**config.mk**
```make
export PLATFORM = sky130hd
export DESIGN_NAME = mem_arbiter_rr
export DESIGN_NICKNAME = d
export VERILOG_FILES = /design/src/rtl/arbiter_types.sv /design/src/rtl/rr_pick.sv /design/src/rtl/mem_arbiter_rr.sv
export SDC_FILE = /design/constraint.sdc
export NUM_CORES = 1
export LEC_CHECK = 0
export ABC_AREA = 1
export ABC_CLOCK_PERIOD_IN_PS = 1700
export BUFFER_PORTS_ARGS = -buffer_cell sky130_fd_sc_hd__buf_2
export CAP_MARGIN = 15
export CORE_AREA = 2 2 548 550
export DETAILED_ROUTE_END_ITERATION = 8
export DIE_AREA = 0 0 550 552
export GPL_ROUTABILITY_DRIVEN = 0
export PLACE_DENSITY = 0.3
export SYNTH_ARGS = -nofsm -noshare
export SYNTH_HDL_FRONTEND = slang
export SYNTH_SLANG_ARGS = --single-unit
```
**constraint.sdc**
```tcl
create_clock -name clk -period 1.7 [get_ports clk]
set_input_delay 0.085 -clock clk [delete_from_list [all_inputs] [get_ports clk]]
set_output_delay 0.085 -clock clk [all_outputs]
set_load 0.01 [all_outputs]
```
**src/rtl/arbiter_types.sv**
```systemverilog
// rtl/arbiter_types.sv - shared types and limits for the memory-port arbiter
package arbiter_types;

    localparam int ARB_MAX_PORTS = 8;

    typedef enum logic [1:0] {
        IDLE = 2'd0,
        BUSY = 2'd1,
        DONE = 2'd2
    } arb_state_t;

    // Successor of an owner index with wrap at the configured port count.
    function automatic int next_port(input int idx, input int num_ports);
        return (idx + 1 >= num_ports) ? 0 : idx + 1;
    endfunction

endpackage

```
**src/rtl/rr_pick.sv**
```systemverilog
// rtl/rr_pick.sv - combinational winner search: first requester at or after ptr, wrapping upward
module rr_pick #(
    parameter int NUM_PORTS = 2
) (
    input  logic [NUM_PORTS-1:0]         req,
    input  logic [$clog2(NUM_PORTS)-1:0] ptr,
    output logic                         found,
    output logic [$clog2(NUM_PORTS)-1:0] idx
);

    localparam int IDX_W = $clog2(NUM_PORTS);

    always_comb begin
        int               cand;
        logic [IDX_W-1:0] cand_idx;
        found    = 1'b0;
        idx      = '0;
        cand     = 0;
        cand_idx = '0;
        for (int k = 0; k < NUM_PORTS; k++) begin
            cand = int'(ptr) + k;
            if (cand >= NUM_PORTS) begin
                cand = cand - NUM_PORTS;
            end
            cand_idx = IDX_W'(cand);
            if (!found && req[cand_idx]) begin
                found = 1'b1;
                idx   = cand_idx;
            end
        end
    end

endmodule

```
**src/rtl/mem_arbiter_rr.sv**
```systemverilog
// rtl/mem_arbiter_rr.sv - N-port cache-line arbiter onto one memory port; MEM_ARBITER_FIXED_PRIORITY_EN selects fixed priority
module mem_arbiter_rr
    import arbiter_types::*;
#(
    parameter int NUM_PORTS  = 2,
    parameter int ADDR_WIDTH = 32,
    parameter int LINE_WIDTH = 256
) (
    input  logic                            clk,
    input  logic                            rst,
    input  logic [NUM_PORTS-1:0]            port_read,
    input  logic [NUM_PORTS-1:0]            port_write,
    input  logic [NUM_PORTS*ADDR_WIDTH-1:0] port_address,
    input  logic [NUM_PORTS*LINE_WIDTH-1:0] port_wdata,
    output logic [NUM_PORTS-1:0]            port_resp,
    output logic [LINE_WIDTH-1:0]           port_rdata,
    output logic                            pmem_read,
    output logic                            pmem_write,
    output logic [ADDR_WIDTH-1:0]           pmem_address,
    output logic [LINE_WIDTH-1:0]           pmem_wdata,
    input  logic                            pmem_resp,
    input  logic [LINE_WIDTH-1:0]           pmem_rdata,
    output logic                            grant_valid,
    output logic [$clog2(NUM_PORTS)-1:0]    grant_idx
);

    localparam int IDX_W = $clog2(NUM_PORTS);

    if (NUM_PORTS < 2 || NUM_PORTS > ARB_MAX_PORTS) begin : g_bad_num_ports
        $error("mem_arbiter_rr: NUM_PORTS out of range");
    end

    arb_state_t             state;
    logic [IDX_W-1:0]       owner_q;
    logic                   op_write_q;
    logic                   pmem_read_q;
    logic                   pmem_write_q;
    logic                   grant_valid_q;
    logic [ADDR_WIDTH-1:0]  addr_q;
    logic [LINE_WIDTH-1:0]  wdata_q;

    logic [NUM_PORTS-1:0]   req_vec;
    logic                   pick_found;
    logic [IDX_W-1:0]       pick_idx;
    logic [IDX_W-1:0]       pick_ptr;

    assign req_vec = port_read | port_write;

`ifdef MEM_ARBITER_FIXED_PRIORITY_EN
    // Search always starts at port 0, so the data cache wins every tie.
    assign pick_ptr = '0;
`else
    logic [IDX_W-1:0] rr_ptr;

    always_ff @(posedge clk) begin
        if (rst) begin
            rr_ptr <= '0;
        end else if (state == DONE) begin
            rr_ptr <= IDX_W'(next_port(int'(owner_q), NUM_PORTS));
        end
    end

    assign pick_ptr = rr_ptr;
`endif

    rr_pick #(
        .NUM_PORTS (NUM_PORTS)
    ) u_rr_pick (
        .req   (req_vec),
        .ptr   (pick_ptr),
        .found (pick_found),
        .idx   (pick_idx)
    );

    always_ff @(posedge clk) begin
        if (rst) begin
            state         <= IDLE;
            owner_q       <= '0;
            op_write_q    <= 1'b0;
            pmem_read_q   <= 1'b0;
            pmem_write_q  <= 1'b0;
            grant_valid_q <= 1'b0;
            addr_q        <= '0;
            wdata_q       <= '0;
        end else begin
            case (state)
                IDLE: begin
                    if (pick_found) begin
                        state         <= BUSY;
                        owner_q       <= pick_idx;
                        // A port raising both strobes is serviced as a write.
                        op_write_q    <= port_write[pick_idx];
                        pmem_write_q  <= port_write[pick_idx];
                        pmem_read_q   <= ~port_write[pick_idx];
                        grant_valid_q <= 1'b1;
                        addr_q        <= port_address[pick_idx*ADDR_WIDTH +: ADDR_WIDTH];
                        wdata_q       <= port_wdata[pick_idx*LINE_WIDTH +: LINE_WIDTH];
                    end
                end
                BUSY: begin
                    if (pmem_resp) begin
                        state        <= DONE;
                        pmem_read_q  <= 1'b0;
                        pmem_write_q <= 1'b0;
                    end
                end
                DONE: begin
                    state         <= IDLE;
                    owner_q       <= '0;
                    grant_valid_q <= 1'b0;
                end
                default: begin
                    state         <= IDLE;
                    owner_q       <= '0;
                    pmem_read_q   <= 1'b0;
                    pmem_write_q  <= 1'b0;
                    grant_valid_q <= 1'b0;
                end
            endcase
        end
    end

    always_comb begin
        port_resp = '0;
        if (state == BUSY && pmem_resp) begin
            port_resp[owner_q] = 1'b1;
        end
    end

    assign port_rdata   = pmem_rdata;
    assign pmem_read    = pmem_read_q & ~op_write_q;
    assign pmem_write   = pmem_write_q & op_write_q;
    assign pmem_address = addr_q;
    assign pmem_wdata   = wdata_q;
    assign grant_valid  = grant_valid_q;
    assign grant_idx    = owner_q;

endmodule

```
After elaboration in Yosys (flattened, before gate mapping):

Cells that the tools add are included.

* shift operators: 2
* reduce and logical (&&, ||, !) cells: 9
* equal/unequal tests: 4
* magnitude comparators: 8
* mux-type cells: 28
* bitwise gates (word level): 7
* add/sub/neg operators: 4

Operator list (count)
* $shiftx A512 B10 Y256: 1
* $shiftx A64 B7 Y32: 1
* $mux W1: 19
* $lt A1 B2 Y1 const B: 4
* $mux W2: 3
* $pmux W1 S3: 2
* $reduce_and A2 Y1: 3
* $add A1 B1 Y2 const B: 2
* $ge A2 B2 Y1 const B: 2
* $ne A2 B2 Y1 const B: 2
* $not A1 Y1: 4
* $pmux W1 S2: 2
* $pmux W2 S2: 1
* $logic_and A1 B1 Y1: 3
* $reduce_and A3 Y1: 1
* $and A1 B1 Y1: 2
* $eq A2 B1 Y1 const B: 1
* $eq A2 B2 Y1 const B: 1
* $ge A1 B2 Y1 const B: 1
* $logic_not A2 Y1: 1
* $or A2 B2 Y2: 1
* $sub A1 B1 Y1 const B: 2
* $demux W1 S1: 1
* $ge A1 B1 Y1 const B: 1
* $logic_not A1 Y1: 1

* flip-flop bits (word level): 296
* input port bits: 839

Logic depth before layout (Yosys ltp):

* depth in word-level cells: 13
* depth in mapped cells: 11
* mapped depth without buffers: 8

Cells and area by module:

A second synthesis with hierarchy kept.

* cells, all modules: 2491
* area, all modules: 15698.8 um2

Modules (own cells, without submodules)
* mem_arbiter_rr: area an instance 15680.0 um2, sequential area each 5925.7 um2, instances 1, cells each 2487
* rr_pick: area an instance 18.8 um2, sequential area each 0.0 um2, instances 1, cells each 4

Worst setup path after synthesis:

No wires, ideal clock.

* path kind: register to register
* from: register state[1]
* to: register wdata_q[69] (netlist: pmem_wdata[69])
* required time: 1591 ps
* setup slack: 383 ps
* cell stages (with the launch flop): 10
* data arrival time: 1208 ps
* cell sequence: dfxtp_1 > nor2_2 > nand2_1 > inv_2 > buf_6 > buf_4 > buf_2 > nand3_1 > nand2_1 > inv_1

* longest elaborated chain between the ends: 2

Ends and longest elaborated chain
* start, declared: line mem_arbiter_rr.sv:33 `arb_state_t state;`
* start signal, assigned: line mem_arbiter_rr.sv:77 `state <= IDLE;`
* start signal, assigned: line mem_arbiter_rr.sv:89 `state <= BUSY;`
* start signal, assigned: line mem_arbiter_rr.sv:102 `state <= DONE;`
* $logic_not A2 Y1: line mem_arbiter_rr.sv:86 `case (state)`
* $reduce_and A2 Y1 (no source line)
* end signal, assigned: line mem_arbiter_rr.sv:97 `wdata_q <= port_wdata[pick_idx*LINE_WIDTH +: LINE_WIDTH];`
* end, declared: line mem_arbiter_rr.sv:40 `logic [LINE_WIDTH-1:0] wdata_q;`

No other way between the ends.
A chain may end at the register's enable or synchronous reset.

Final worst setup path:

* from: register rr_ptr (netlist: pick_ptr)
* to: register wdata_q[201] (netlist: pmem_wdata[201])

* longest elaborated chain between the ends: 9
* elaborated cells between the ends (all ways): 19

Ends and longest elaborated chain
* start, declared: line mem_arbiter_rr.sv:53 `logic [IDX_W-1:0] rr_ptr;`
* start signal, assigned: line mem_arbiter_rr.sv:59 `rr_ptr <= IDX_W'(next_port(int'(owner_q), NUM_PORTS));`
* $ge A1 B2 Y1 / $sub A1 B1 Y1 (equally long branches): line rr_pick.sv:22, rr_pick.sv:23
* $mux W1: line rr_pick.sv:22 `if (cand >= NUM_PORTS) begin`
* $mux W1 (not written as such) (2 in series): line rr_pick.sv:26 `if (!found && req[cand_idx]) begin`
* $mux W1: line rr_pick.sv:26
* $logic_not A1 Y1: line rr_pick.sv:26
* $logic_and A1 B1 Y1: line rr_pick.sv:26
* $mux W1: line rr_pick.sv:26
* $shiftx A512 B10 Y256 / $reduce_and A2 Y1 (equally long branches)

Parallel ways exist; a longest one is shown, timed or not. The select of a mux whose other input is x is not followed.

==> reports/metrics.cfg <==
[final_layout]
fillers = 35190
mostFrequentLayoutCells = nand2_1, buf_2, dlygate4sd3_1
multi_input_area_mm2 = 0.007091
fin_nets = 4846
area_growth_syn_to_layout_pct = 94.12
fin_area_mm2 = 0.03267
drive_gt1_frac = 0.2736
regArea_mm2 = 0.005928

[floorplan]
die_h_um = 552
coreArea_mm2 = 0.2983
ios = 1389
die_x_um = 550
dieArea_mm2 = 0.3036
start_util = 0.05642
num_rows = 201

[timing]
finalSetupViolations = 0
finalCriticalPeriod_ns = 1.680
skew_ns = 0.04276
hold_slack_ns = 0.1700
layout_setup_ws_ns = 0.02023
rsz0062_at_grt = true
worst_slew_pin_slew_ns = 0.4651
drv_slew = 0
fmax_mhz = 595.3
post-route-period-util = 0.9881
relSlewSlack = 0.6899
hold_viol = 0

[yosys]
synth.top_cell.area_share = 0.3521
synth_top_cell_by_area = dfxtp_1
synth_cell_type_count = 17
synth_area_mm2 = 0.01683
syn-num-nets = 3615
synthTopCellsByArea = dfxtp_1, nand2_1, nor2_1, buf_4, nand3_1
ys_seq_area_frac = 0.3521
synthCells = 2776
ys_warn_count = 0
syn_area_per_cell_um2 = 6.062
synth_seq_cells = 296

[power_and_ir_drop]
p_switching_mw = 10.06
power_density_mw_per_mm2 = 848.1
pwr-share-seq = 0.300
ir_drop_uv = 618.6
internal_power_mw = 17.65
power_mw = 27.70
power_frac_comb = 0.321
leakage_nw = 16.44
swShare = 0.3630
p_clk_frac = 0.379

[placement]
port_buffers = 876
place_ws_ns = -0.009432
dpl.hpwl_um = 136400
placedInstanceArea_mm2 = 0.02464

[global_route]
antenna_found_initial = 149
gr-usage-all-layers = 0.1003
grt_pass1_wl_um = 202700
grt_max_degree = 68
grt-ovfl-total = 0
grt_pass1_vias = 21450

[routing]
wl_um = 162000
dr.pass1.iters = 5
drt_iter0_drc = 1172
wl_per_cell_um = 20.12
drcViolationCount = 0
vias = 22050
antenna_left = 0
via_per_inst = 2.739

[critical_path]
critPathRequiredTime_ns = 2.27
crit_path_end_kind = register
cp_max_fo = 59
r2r_slack_ns = 0.02
critPathLaunchType = register
arrival_ns = 2.25
critPathKind = register to register

[clock_network]
cts_max_level = 2
insertion_delay_ns = 0.70
cts_buffer_depth = 3
clock-root-buffer = clkbuf_16
cts_tree = built
cts_buffers = 47
clkTransAtPathRegs_ns = 0.06
cts_sinks = 296

[run_status]
status = finished, final reports clean

[hold_path]
min_path_type = input port to primary output

[flow_run]
drv_cap = 0

synthesized netlist by cell type:
library cell and count:
nand2_1 879, nor2_1 584, dfxtp_1 296, inv_1 296, nand3_1 292, buf_4 285
buf_2 80, clkbuf_1 45, a21oi_1 5, buf_6 5, inv_2 2, nor2_2 2
a211oi_1 1, buf_1 1, nand3b_1 1, o21ai_0 1, o21ai_1 1
critical path: stages, from the launching register on:
cell	delay [ns]
dfxtp_1	0.30
inv_1	0.05
o21ai_2	0.09
nand2_4	0.13
buf_12	0.19
buf_4	0.25
nand2_1	0.15
nand3_1	0.18
nand2_1	0.10
inv_1	0.03
metal layers:
metal / global-route usage / up-vias / share of wire
met1: 0.1269 / 9890 / 0.43
met5: 0 / - / 0.0035
met4: 0.05144 / 84 / 0.058
li1: - / 10540 / -
met2: 0.1462 / 1076 / 0.41
met3: 0.03853 / 466 / 0.097
layout make-up:
| class | count | share of cell area |
|---|---|---|
| diodes | 54 | 0.004137 |
| clock buffers | 66 | 0.04190 |
| clock inverters | 15 | 0.006128 |
| inverters | 298 | 0.03535 |
| multi-input cells | 1766 | 0.2171 |
| flip-flops and latches | 296 | 0.1815 |
| well taps | 3958 | 0.1516 |
| repair buffers | 1597 | 0.3621 |
| repair inverters | 1 | 0.0002681 |
logic make-up (layout without fill, tap and decap cells):
family          count (synthesis)  count (layout)  synth area share
buf+inv                       714            1977            0.2310
flops                         296             296            0.3521
simple gates                 1758            1758            0.4143
other cells                     0              54                 0
compound gates                  8               8          0.002527
through the flow:
stage | TNS, ns | utilization | cells
global placement | -0.03204 | 0.08261 | 7312
global route | -0.02649 | 0.1093 | 8019
floorplan | 0 | - | 2776
detailed placement | -0.01831 | 0.08261 | 7312
finish | 0 | 0.1095 | 8051
CTS | 0 | 0.1077 | 7979
power groups by stage:
stage / registers (mW) / logic [mW] / clock network (mW)
6_report: 8.31 / 8.89 / 10.5
5_1_grt: 8.42 / 9.82 / 11.3
4_1_cts: 8.32 / 8.76 / 11.1
3_5_place_dp: 8.46 / 7.27 / 0
3_3_place_gp: 8.46 / 7.26 / 0
2_1_floorplan: 8.77 / 3.61 / 0
repair_timing:
| item | CTS | global route |
|---|---|---|
| endpoints found under the hold margin | 295 | 0 |
| pin swaps | 0 | 2 |
| buffers inserted | 1 | 11 |
| cloned | 0 | 8 |
| resized for setup | 12 | 36 |
| hold buffers | 585 | 0 |
| endpoints found under the setup margin | 20 | 171 |
flip-flops by register name, indices dropped and copies added, names as in the netlist:
name and flops:
pmem_read_q 1, grant_idx 1, op_write_q 1, pmem_address 32, pick_ptr 1, state 2
pmem_wdata 256, grant_valid 1, pmem_write_q 1
final timing paths:
kind / from / to / cells past startpoint
setup / recovery: pick_ptr$_SDFFE_PP0P_ / pmem_wdata[201]$_SDFFE_PP0P_ / 9
hold / removal: pmem_rdata[106] / port_rdata[106] / 0
setup reg to reg: pick_ptr$_SDFFE_PP0P_ / pmem_wdata[201]$_SDFFE_PP0P_ / 9
hold reg to reg: pmem_read_q$_SDFFE_PP0P_ / pmem_read_q$_SDFFE_PP0P_ / 2
(Power assumes the default switching activity.)
